### src/rtl/data_mem_responder_pkg.sv
// Shared definitions for the data-memory responder and the core that talks to it:
// FSM state encoding, RV32I load/store funct3 codes and store byte-lane helpers.
package data_mem_responder_pkg;

    typedef enum logic [1:0] {
        IDLE = 2'd0,
        WAIT = 2'd1,
        RESP = 2'd2
    } state_e;

    localparam logic [2:0] F3_LB  = 3'b000;
    localparam logic [2:0] F3_LH  = 3'b001;
    localparam logic [2:0] F3_LW  = 3'b010;
    localparam logic [2:0] F3_LBU = 3'b100;
    localparam logic [2:0] F3_LHU = 3'b101;
    localparam logic [2:0] F3_SB  = 3'b000;
    localparam logic [2:0] F3_SH  = 3'b001;
    localparam logic [2:0] F3_SW  = 3'b010;

    // Byte-lane enables for a store of the given width at byte offset off.
    function automatic logic [3:0] store_be(input logic [2:0] f3, input logic [1:0] off);
        case (f3)
            F3_SB:   store_be = 4'b0001 << off;
            F3_SH:   store_be = 4'b0011 << off;
            F3_SW:   store_be = 4'b1111;
            default: store_be = 4'b0000;
        endcase
    endfunction

    // Replicate right-aligned store data onto every lane it could land in.
    function automatic logic [31:0] store_lanes(input logic [2:0] f3, input logic [31:0] wdata);
        case (f3)
            F3_SB:   store_lanes = {4{wdata[7:0]}};
            F3_SH:   store_lanes = {2{wdata[15:0]}};
            default: store_lanes = wdata;
        endcase
    endfunction

endpackage

### src/rtl/data_mem_responder_if.sv
// Request/response bus between an initiator (core) and the data-memory responder.
interface data_mem_responder_if;
    logic        req_valid;
    logic        req_ready;
    logic        req_we;
    logic [2:0]  req_funct3;
    logic [31:0] req_addr;
    logic [31:0] req_wdata;
    logic        rsp_valid;
    logic        rsp_ready;
    logic [31:0] rsp_rdata;
    logic        rsp_err;

    modport master (
        output req_valid, req_we, req_funct3, req_addr, req_wdata, rsp_ready,
        input  req_ready, rsp_valid, rsp_rdata, rsp_err
    );

    modport slave (
        input  req_valid, req_we, req_funct3, req_addr, req_wdata, rsp_ready,
        output req_ready, rsp_valid, rsp_rdata, rsp_err
    );
endinterface

### src/rtl/data_mem_responder_load_align.sv
// Load lane selection and sign/zero extension for RV32I loads (little-endian).
module load_align
    import data_mem_responder_pkg::*;
(
    input  logic [31:0] word_i,
    input  logic [2:0]  funct3_i,
    input  logic [1:0]  offset_i,
    output logic [31:0] data_o
);

    logic [31:0] shifted;

    assign shifted = word_i >> {offset_i, 3'b000};

    // Pick the addressed lane(s) and extend to 32 bits; unsupported codes give 0.
    always_comb begin
        // NOTE: every path assigns data_o (default arm included), so no latch is inferred.
        case (funct3_i)
            F3_LB:   data_o = {{24{shifted[7]}}, shifted[7:0]};
            F3_LH:   data_o = {{16{shifted[15]}}, shifted[15:0]};
            F3_LW:   data_o = shifted;
            F3_LBU:  data_o = {24'd0, shifted[7:0]};
            F3_LHU:  data_o = {16'd0, shifted[15:0]};
            default: data_o = 32'd0;
        endcase
    end

endmodule

### src/rtl/data_mem_responder.sv
// Data-memory responder: accepts one load/store, waits LATENCY cycles, then
// performs the access and holds the response until the initiator takes it.
module data_mem_responder
    import data_mem_responder_pkg::*;
#(
    parameter int DEPTH_WORDS = 64,
    parameter int LATENCY     = 2
) (
    input  logic                 clk,
    input  logic                 rst,
    data_mem_responder_if.slave  bus
);

    localparam int          AW      = $clog2(DEPTH_WORDS);
    localparam logic [31:0] LIMIT   = 32'(DEPTH_WORDS * 4);
    localparam logic [3:0]  LAT_M1  = 4'(LATENCY - 1);

    logic [31:0] mem_q [DEPTH_WORDS];

    state_e      state_q;
    logic [3:0]  cnt_q;
    logic        we_q;
    logic [2:0]  funct3_q;
    logic [31:0] addr_q;
    logic [31:0] wdata_q;
    logic        ready_q;
    logic        rsp_valid_q;
    logic [31:0] rdata_q;
    logic        err_q;

    logic [AW-1:0] idx;
    logic          f3_err_d;
    logic          align_err_d;
    logic          err_d;
    logic          fire_d;
    logic          mem_we_d;
    logic [3:0]    be_d;
    logic [31:0]   lanes_d;
    logic [31:0]   load_data;

    assign idx     = addr_q[AW+1:2];
    assign be_d    = store_be(funct3_q, addr_q[1:0]);
    assign lanes_d = store_lanes(funct3_q, wdata_q);
    assign fire_d  = (state_q == WAIT) && (cnt_q == 4'd0);
    assign err_d   = f3_err_d || align_err_d || (addr_q >= LIMIT);
    // A reset on the commit edge aborts the store along with the transaction.
    assign mem_we_d = rst && fire_d && we_q && !err_d;

    // Classify the captured request: illegal funct3 and misaligned half/word accesses.
    always_comb begin
        f3_err_d    = 1'b0;
        align_err_d = 1'b0;
        if (we_q) begin
            f3_err_d = !(funct3_q inside {F3_SB, F3_SH, F3_SW});
        end else begin
            f3_err_d = !(funct3_q inside {F3_LB, F3_LH, F3_LW, F3_LBU, F3_LHU});
        end
        case (funct3_q[1:0])
            2'b01:   align_err_d = addr_q[0];
            2'b10:   align_err_d = (addr_q[1:0] != 2'b00);
            default: align_err_d = 1'b0;
        endcase
    end

    load_align u_load_align (
        .word_i   (mem_q[idx]),
        .funct3_i (funct3_q),
        .offset_i (addr_q[1:0]),
        .data_o   (load_data)
    );

    // Storage: byte-lane writes only, contents survive reset.
    always_ff @(posedge clk) begin
        // NOTE: the memory array has no reset on purpose; that keeps it mappable to RAM.
        if (mem_we_d) begin
            for (int b = 0; b < 4; b++) begin
                if (be_d[b]) mem_q[idx][8*b +: 8] <= lanes_d[8*b +: 8];
            end
        end
    end

    // Transaction FSM with registered handshake and response outputs.
    always_ff @(posedge clk) begin
        // NOTE: non-blocking assignments so every register samples pre-edge values.
        if (!rst) begin
            state_q     <= IDLE;
            cnt_q       <= 4'd0;
            we_q        <= 1'b0;
            funct3_q    <= 3'd0;
            addr_q      <= 32'd0;
            wdata_q     <= 32'd0;
            ready_q     <= 1'b0;
            rsp_valid_q <= 1'b0;
            rdata_q     <= 32'd0;
            err_q       <= 1'b0;
        end else begin
            case (state_q)
                IDLE: begin
                    ready_q <= 1'b1;
                    if (bus.req_valid && ready_q) begin
                        we_q     <= bus.req_we;
                        funct3_q <= bus.req_funct3;
                        addr_q   <= bus.req_addr;
                        wdata_q  <= bus.req_wdata;
                        cnt_q    <= LAT_M1;
                        ready_q  <= 1'b0;
                        state_q  <= WAIT;
                    end
                end
                WAIT: begin
                    if (fire_d) begin
                        state_q     <= RESP;
                        rsp_valid_q <= 1'b1;
                        err_q       <= err_d;
                        rdata_q     <= (err_d || we_q) ? 32'd0 : load_data;
                    end else begin
                        cnt_q <= cnt_q - 4'd1;
                    end
                end
                RESP: begin
                    if (bus.rsp_ready) begin
                        state_q     <= IDLE;
                        rsp_valid_q <= 1'b0;
                        rdata_q     <= 32'd0;
                        err_q       <= 1'b0;
                        ready_q     <= 1'b1;
                    end
                end
                default: state_q <= IDLE;
            endcase
        end
    end

    assign bus.req_ready = ready_q;
    assign bus.rsp_valid = rsp_valid_q;
    assign bus.rsp_rdata = rdata_q;
    assign bus.rsp_err   = err_q;

endmodule

### src/flat_wrapper.sv
// flat-port wrapper written by rule: the top's interface ports become plain ports
module data_mem_responder_flat import data_mem_responder_pkg::*;
#(
    parameter int DEPTH_WORDS = 64,
    parameter int LATENCY     = 2
)
  (clk, rst, bus_req_valid, bus_req_we, bus_req_funct3, bus_req_addr, bus_req_wdata, bus_rsp_ready, bus_req_ready, bus_rsp_valid, bus_rsp_rdata, bus_rsp_err);
  data_mem_responder_if bus_i ();
  input  logic clk;
  input  logic rst;
  input wire logic [$bits(bus_i.req_valid)-1:0] bus_req_valid;
  input wire logic [$bits(bus_i.req_we)-1:0] bus_req_we;
  input wire logic [$bits(bus_i.req_funct3)-1:0] bus_req_funct3;
  input wire logic [$bits(bus_i.req_addr)-1:0] bus_req_addr;
  input wire logic [$bits(bus_i.req_wdata)-1:0] bus_req_wdata;
  input wire logic [$bits(bus_i.rsp_ready)-1:0] bus_rsp_ready;
  output wire logic [$bits(bus_i.req_ready)-1:0] bus_req_ready;
  output wire logic [$bits(bus_i.rsp_valid)-1:0] bus_rsp_valid;
  output wire logic [$bits(bus_i.rsp_rdata)-1:0] bus_rsp_rdata;
  output wire logic [$bits(bus_i.rsp_err)-1:0] bus_rsp_err;
  assign bus_i.req_valid = bus_req_valid;
  assign bus_i.req_we = bus_req_we;
  assign bus_i.req_funct3 = bus_req_funct3;
  assign bus_i.req_addr = bus_req_addr;
  assign bus_i.req_wdata = bus_req_wdata;
  assign bus_i.rsp_ready = bus_rsp_ready;
  assign bus_req_ready = bus_i.req_ready;
  assign bus_rsp_valid = bus_i.rsp_valid;
  assign bus_rsp_rdata = bus_i.rsp_rdata;
  assign bus_rsp_err = bus_i.rsp_err;
  data_mem_responder #(.DEPTH_WORDS(DEPTH_WORDS), .LATENCY(LATENCY)) u_core (.clk(clk), .rst(rst), .bus(bus_i));
endmodule
### config.mk
export PLATFORM = sky130hd
export DESIGN_NAME = data_mem_responder_flat
export DESIGN_NICKNAME = d
export VERILOG_FILES = /design/src/rtl/data_mem_responder_pkg.sv /design/src/rtl/data_mem_responder_if.sv /design/src/rtl/data_mem_responder_load_align.sv /design/src/rtl/data_mem_responder.sv /design/src/flat_wrapper.sv
export SDC_FILE = /design/constraint.sdc
export NUM_CORES = 2
export LEC_CHECK = 0
export CAP_MARGIN = 0
export CORE_MARGIN = 10
export CORE_UTILIZATION = 65
export CTS_CLUSTER_SIZE = 16
export DETAILED_ROUTE_END_ITERATION = 6
export DONT_BUFFER_PORTS = 1
export HOLD_SLACK_MARGIN = 0.05
export MAX_ROUTING_LAYER = met4
export PLACE_DENSITY_LB_ADDON = 0.08
export SLEW_MARGIN = 5
export SYNTH_ARGS = -nofsm -noshare
export SYNTH_HDL_FRONTEND = slang
export SYNTH_SLANG_ARGS = --single-unit
export TNS_END_PERCENT = 5
### constraint.sdc
create_clock -name clk -period 9.75 [get_ports clk]
set_clock_uncertainty 0.05 [all_clocks]
set_input_delay 0.975 -clock clk [delete_from_list [all_inputs] [get_ports clk]]
set_output_delay 0.975 -clock clk [all_outputs]
set_load 0.005 [all_outputs]
* Word level (Yosys, flattened, before mapping)
Memory sizes are Yosys's and may differ from the RTL's. A register that Yosys moved wholly into a read port is not among the register bits.
Cells that the tools add are included.
** Word-level totals
- Memories :: 1
- Bits of input ports :: 72
- Output and inout port bits :: 35
- Logic and storage cells :: 91
- Memory bits (writable) :: 2048
- Register bits after elaboration :: 109
** Operators by class
- Reductions and logical operators :: 25
- Add/subtract/negate cells :: 1
- Equal/unequal tests :: 12
- Magnitude comparators :: 1
- Muxes and demuxes :: 38
- Shifts and indexed selects :: 3
** Memories
- u_core.mem_q :: words 64, bits a word 32, read ports 1, clocked after Yosys merged registers in 1, wr ports 1, line data_mem_responder.sv:18 : logic [31:0] mem_q [DEPTH_WORDS];
** Operator list (count)
- $pmux W32 S5 :: 1
- $pmux W32 S2 :: 2
- $mux W32 :: 3
- $ge A32 B9 Y1 const B :: 1
- $shr A32 B5 Y32 :: 1
- $mux W1 :: 18
- $mux W6 :: 2
- $pmux W4 S3 :: 1
- $reduce_and A3 Y1 :: 3
- $mux W4 :: 2
- $pmux W1 S2 :: 4
- $pmux W4 S2 :: 1
- $reduce_bool A2 Y1 :: 4
- $eq A3 B3 Y1 const B :: 2
- $mux W2 :: 3
- $pmux W2 S3 :: 1
- $logic_and A1 B1 Y1 :: 5
- $reduce_bool A5 Y1 :: 1
- $eq A2 B1 Y1 const B :: 2
- $eq A2 B2 Y1 const B :: 2
- $logic_not A4 Y1 :: 1
- $ne A2 B1 Y1 const B :: 2
- $ne A2 B2 Y1 const B :: 2
- $reduce_and A2 Y1 :: 2
- other kinds (10) :: 14

* Depth between registers and ports, before layout
- Depth after elaboration :: 10
- Gate-level depth with buffers :: 14
- Depth with buffers taken out :: 10

* Cells and area by module
A second synthesis with hierarchy kept.
** Second synthesis, totals
- Cells, all modules :: 4338
- Area total of the unflattened synthesis :: 84668.7 um2
** By module, submodules not included
- data_mem_responder :: area each 83825.4 um2, cells an instance 4227, seq. area each 63801.2 um2, times used 1
- load_align :: area each 843.3 um2, cells an instance 111, seq. area each 0.0 um2, times used 1

* Worst setup path before layout
Ideal clock, no wire load.
- Kind :: register to register
- Start :: reg u_core.funct3_q[0]
- End :: mem u_core.mem_q[10][24] (enable)
- Setup time :: 370 ps
- Setup slack :: 6616 ps
- Arrival time :: 2714 ps
- Data required time :: 9330 ps
- Cell stages (with the launch flop) :: 14
- Clock period less this slack :: 3134 ps
- Buffers on the path :: 3
- Cell sequence :: dfxtp_1 > inv_1 > ha_1 > nor2b_1 > clkbuf_1 > nor3_1 > a2111oi_0 > nand2_1 > nor2_1 > nand3_1 > o21bai_1 > clkbuf_1 > buf_1 > nor2_1
** On the way
- Word-level cells in the longest chain between the ends :: 10
- Elaborated cells between the ends (all ways) :: 21
- Those cells by class :: 6 x eq/ne; 6 x mux; 9 x reduce/logical
** Ends and longest elaborated chain
- start: declaration :: line data_mem_responder.sv:23 : logic [2:0] funct3_q;
- start signal: assignment :: line data_mem_responder.sv:102 : funct3_q <= bus.req_funct3;
- $eq A3 B1 Y1, or another cell as far along :: line data_mem_responder_pkg.sv:22, data_mem_responder.sv:54, data_mem_responder.sv:56
- $reduce_bool A5 Y1 or $reduce_bool A3 Y1 (tied branches) :: line data_mem_responder.sv:56, data_mem_responder.sv:54
- $logic_not A1 Y1, on equally long branches :: line data_mem_responder.sv:56, data_mem_responder.sv:54
- $mux W1 :: line data_mem_responder.sv:53 : if (we_q) begin
- $logic_or A1 B1 Y1 (2 in a row) :: line data_mem_responder.sv:45 : assign err_d = f3_err_d || align_err_d || (addr_q >= LIMIT);
- $logic_not A1 Y1 :: line data_mem_responder.sv:47 : assign mem_we_d = rst && fire_d && we_q && !err_d;
- $logic_and A1 B1 Y1 :: line data_mem_responder.sv:47
- $mux W1 (*) :: line data_mem_responder.sv:75 : if (mem_we_d) begin
- $mux W1 (not written as such) (*) :: line data_mem_responder.sv:77 : if (be_d[b]) mem_q[idx][8*b +: 8] <= lanes_d[8*b +: 8];
- end: declaration :: line data_mem_responder.sv:18
Mark *: on every way between the ends. The rest lies on a longest branch, timed or not.

==> reports/summary.txt <==
Die width: 381 um
Antenna-violating nets left: 0
Drt first pass iters: 6
Worst Setup End Kind: flop
Fraction of registers with async set/reset: 0
Wire per inst: 35.8 um
Fmax achieved: 193 MHz
Share of cells above drive strength 1: 0.221
CTS sink cnt: 2163
Seq cells post-synth: 2163
Pre-CTS setup slack: 4600 ps
Clk root buf: clkbuf_16
Core area: 129000 um2
Final Hold Slack: 206 ps
CP arrival: 5900 ps
Pint: 15.1 mW
GR Util met2: 0.448
Max-slew headroom: 0.0714
Synthesized cell area: 84800 um2
Fill cells: 7731
Area added between synthesis and finish: 9.73%
Post-synth cell types: 72
Vias in the first global route: 42500
GRT Residual Overflow: 0
Crit start category: flop
Clock power frac: 0.412
Comb power frac: 0.054
Lkg Pwr: 26.1 nW
Hold Buf Count CTS: 0
Total power: 19.2 mW
Worst Path Class, Setup: flop to flop
CTS tree: built
Die height: 381 um
Via density: 7.03
CTS H-tree lvls: 4
Gr usage total: 0.317
Tcrit/Tclk final: 0.530
Die ar.: 145000 um2
Routed WL: 223000 um
Total negative slack: 0 ps
Worst setup slack after layout: 4580 ps
# IOs: 107
Mapped Nets: 4357
Cts repair resizes: 0
Commonest non-fill, non-tap cells in the layout: 2048 x edfxtp_1, 554 x mux4_2, 333 x nand2_1
Worst-skew pair later-pin latency: 840 ps
Seq/Total Area, Yosys: 0.753
Net Switching: 4.12 mW
Cts bufs inserted: 209
Setup-failing EPs final: 0
Crit path time final: 5170 ps
Synth Warn #: 0
# Post-CTS Setup Buffers: 0
GR peak layer: met1
Port bufs: 0
Sw frac: 0.215
Initial antenna violation count: 13
Max-cap violations: 0
Worst slew pin tran: 1380 ps
Maximum number of pins on one net before global-route repair: 116
Seq. cell area: 63800 um2
Initial drt markers: 6960
Number of flops mapped to enable cells by yosys: 2048
Synthesized area per cell: 19.8 um2
Pwr dens: 206 nW/um2
Initial core utilization: 0.655
Final hold violation count: 0
R2R Setup Slk: 4580 ps
Worst IR Drop VDD: 0.000197 V
Critical Path RT: 10480 ps
Routing usage on met1: 0.449
Unrepaired setup endpoints after global routing: no
Num rows: 132
Post-Syn Instances: 4281
Sequential Power Share: 0.534
Reg clk slew, reported paths: 70 ps
Hold Crit Class: input pin to flop
Dpl hpwl: 141000 um
DRC viols: 0
Via Count: 43900
Status: finished clean
Commonest non-fill, non-tap cell in the layout: edfxtp_1
GP Congestion: 0.965
Longest Clk Path Bufs: 3
Multi-input gate area: 19600 um2
Nets: 4385
Slew Viols, Final: 0
CP max FO: 46
GR Util met3: 0.0906
First-pass GRT wire length: 319000 um
Synth Flop Type: edfxtp_1
[area by class of cell]
cell class / count / share of cell area
flip-flops and latches: 2163 / 0.686
well taps: 1742 / 0.0234
clock inverters: 120 / 0.0120
inverters: 13 / 0.000538
repair buffers: 81 / 0.00775
diodes: 13 / 0.000350
clock buffers: 266 / 0.0597
multi-input cells: 1841 / 0.210
[flip-flops by register name (all words and copies together) (netlist names), named ones only]
| name | cells |
|---|---|
| u_core.bus.rsp_valid | 1 |
| u_core.bus.req_ready | 1 |
| u_core.bus.rsp_rdata | 32 |
| u_core.wdata_q | 32 |
| u_core.funct3_q | 3 |
| u_core.we_q | 1 |
| u_core.addr_q | 32 |
| u_core.state_q | 2 |
| u_core.cnt_q | 4 |
| u_core.bus.rsp_err | 1 |
| u_core.mem_q | 2048 |
[path summary, 6_finish.rpt]
check	start	endpoint	depth (start not counted)
hold reg to reg	u_core.addr_q[24]	u_core.addr_q[24]	2
hold / removal	rst	u_core.state_q[0]	2
setup / recovery	flop	u_core.bus.rsp_rdata[10]	11
setup reg to reg	flop	u_core.bus.rsp_rdata[10]	11
[logic make-up after synthesis]
logic type      share of synthesized area
compound gates                     0.0270
simple gates                       0.0401
mux                                 0.162
buf+inv                            0.0177
fa+ha+maj                        0.000590
flops                               0.753
xor+xnor                         0.000207
[cell usage after synthesis (28+ instances only)]
cell type,n,area (um2)
mux2_2,32,360
nand2_1,341,1280
a31oi_1,29,181
a21oi_1,120,601
nand3_1,32,160
mux4_2,554,12500
edfxtp_1,2048,61500
buf_2,61,305
buf_6,28,315
buf_4,31,233
clkbuf_1,113,424
mux2i_1,89,891
dfxtp_1,115,2300
nor2_1,314,1180
[metrics by stage]
step | util | instances | instance area (um2)
detailed placement | 0.667 | 5839 | 86300
finish | 0.719 | 6239 | 93000
floorplan | - | 4281 | 84800
CTS | 0.718 | 6225 | 93000
global placement | 0.667 | 5839 | 86300
global route | 0.718 | 6238 | 93000
[critical path, stage by stage (launching register included)]
cell and delay (ps):
dfxtp_4 580, buf_4 520, buf_4 780, mux4_2 370, nand2_1 60, a31oi_1 290, a22oi_1 150, a221oi_1 830
buf_4 280, a21oi_1 100, a211oi_1 800, or3_1 220
[routing by layer]
layer	wire, um	up-vias
met2	102000	2923
met5	0	-
met3	27600	429
li1	-	17500
met4	8000	0
met1	86000	23000
[power groups by stage]
stage | registers [mW] | logic [mW] | clock network [mW]
after floorplan | 10.5 | 0.630 | 0
after global placement | 10.5 | 0.998 | 0
after detailed placement | 10.5 | 1.01 | 0
after CTS | 10.3 | 1.02 | 7.96
after global routing | 10.3 | 1.08 | 8.32
final | 10.3 | 1.04 | 7.90
Power figures use the tool's default switching activity.
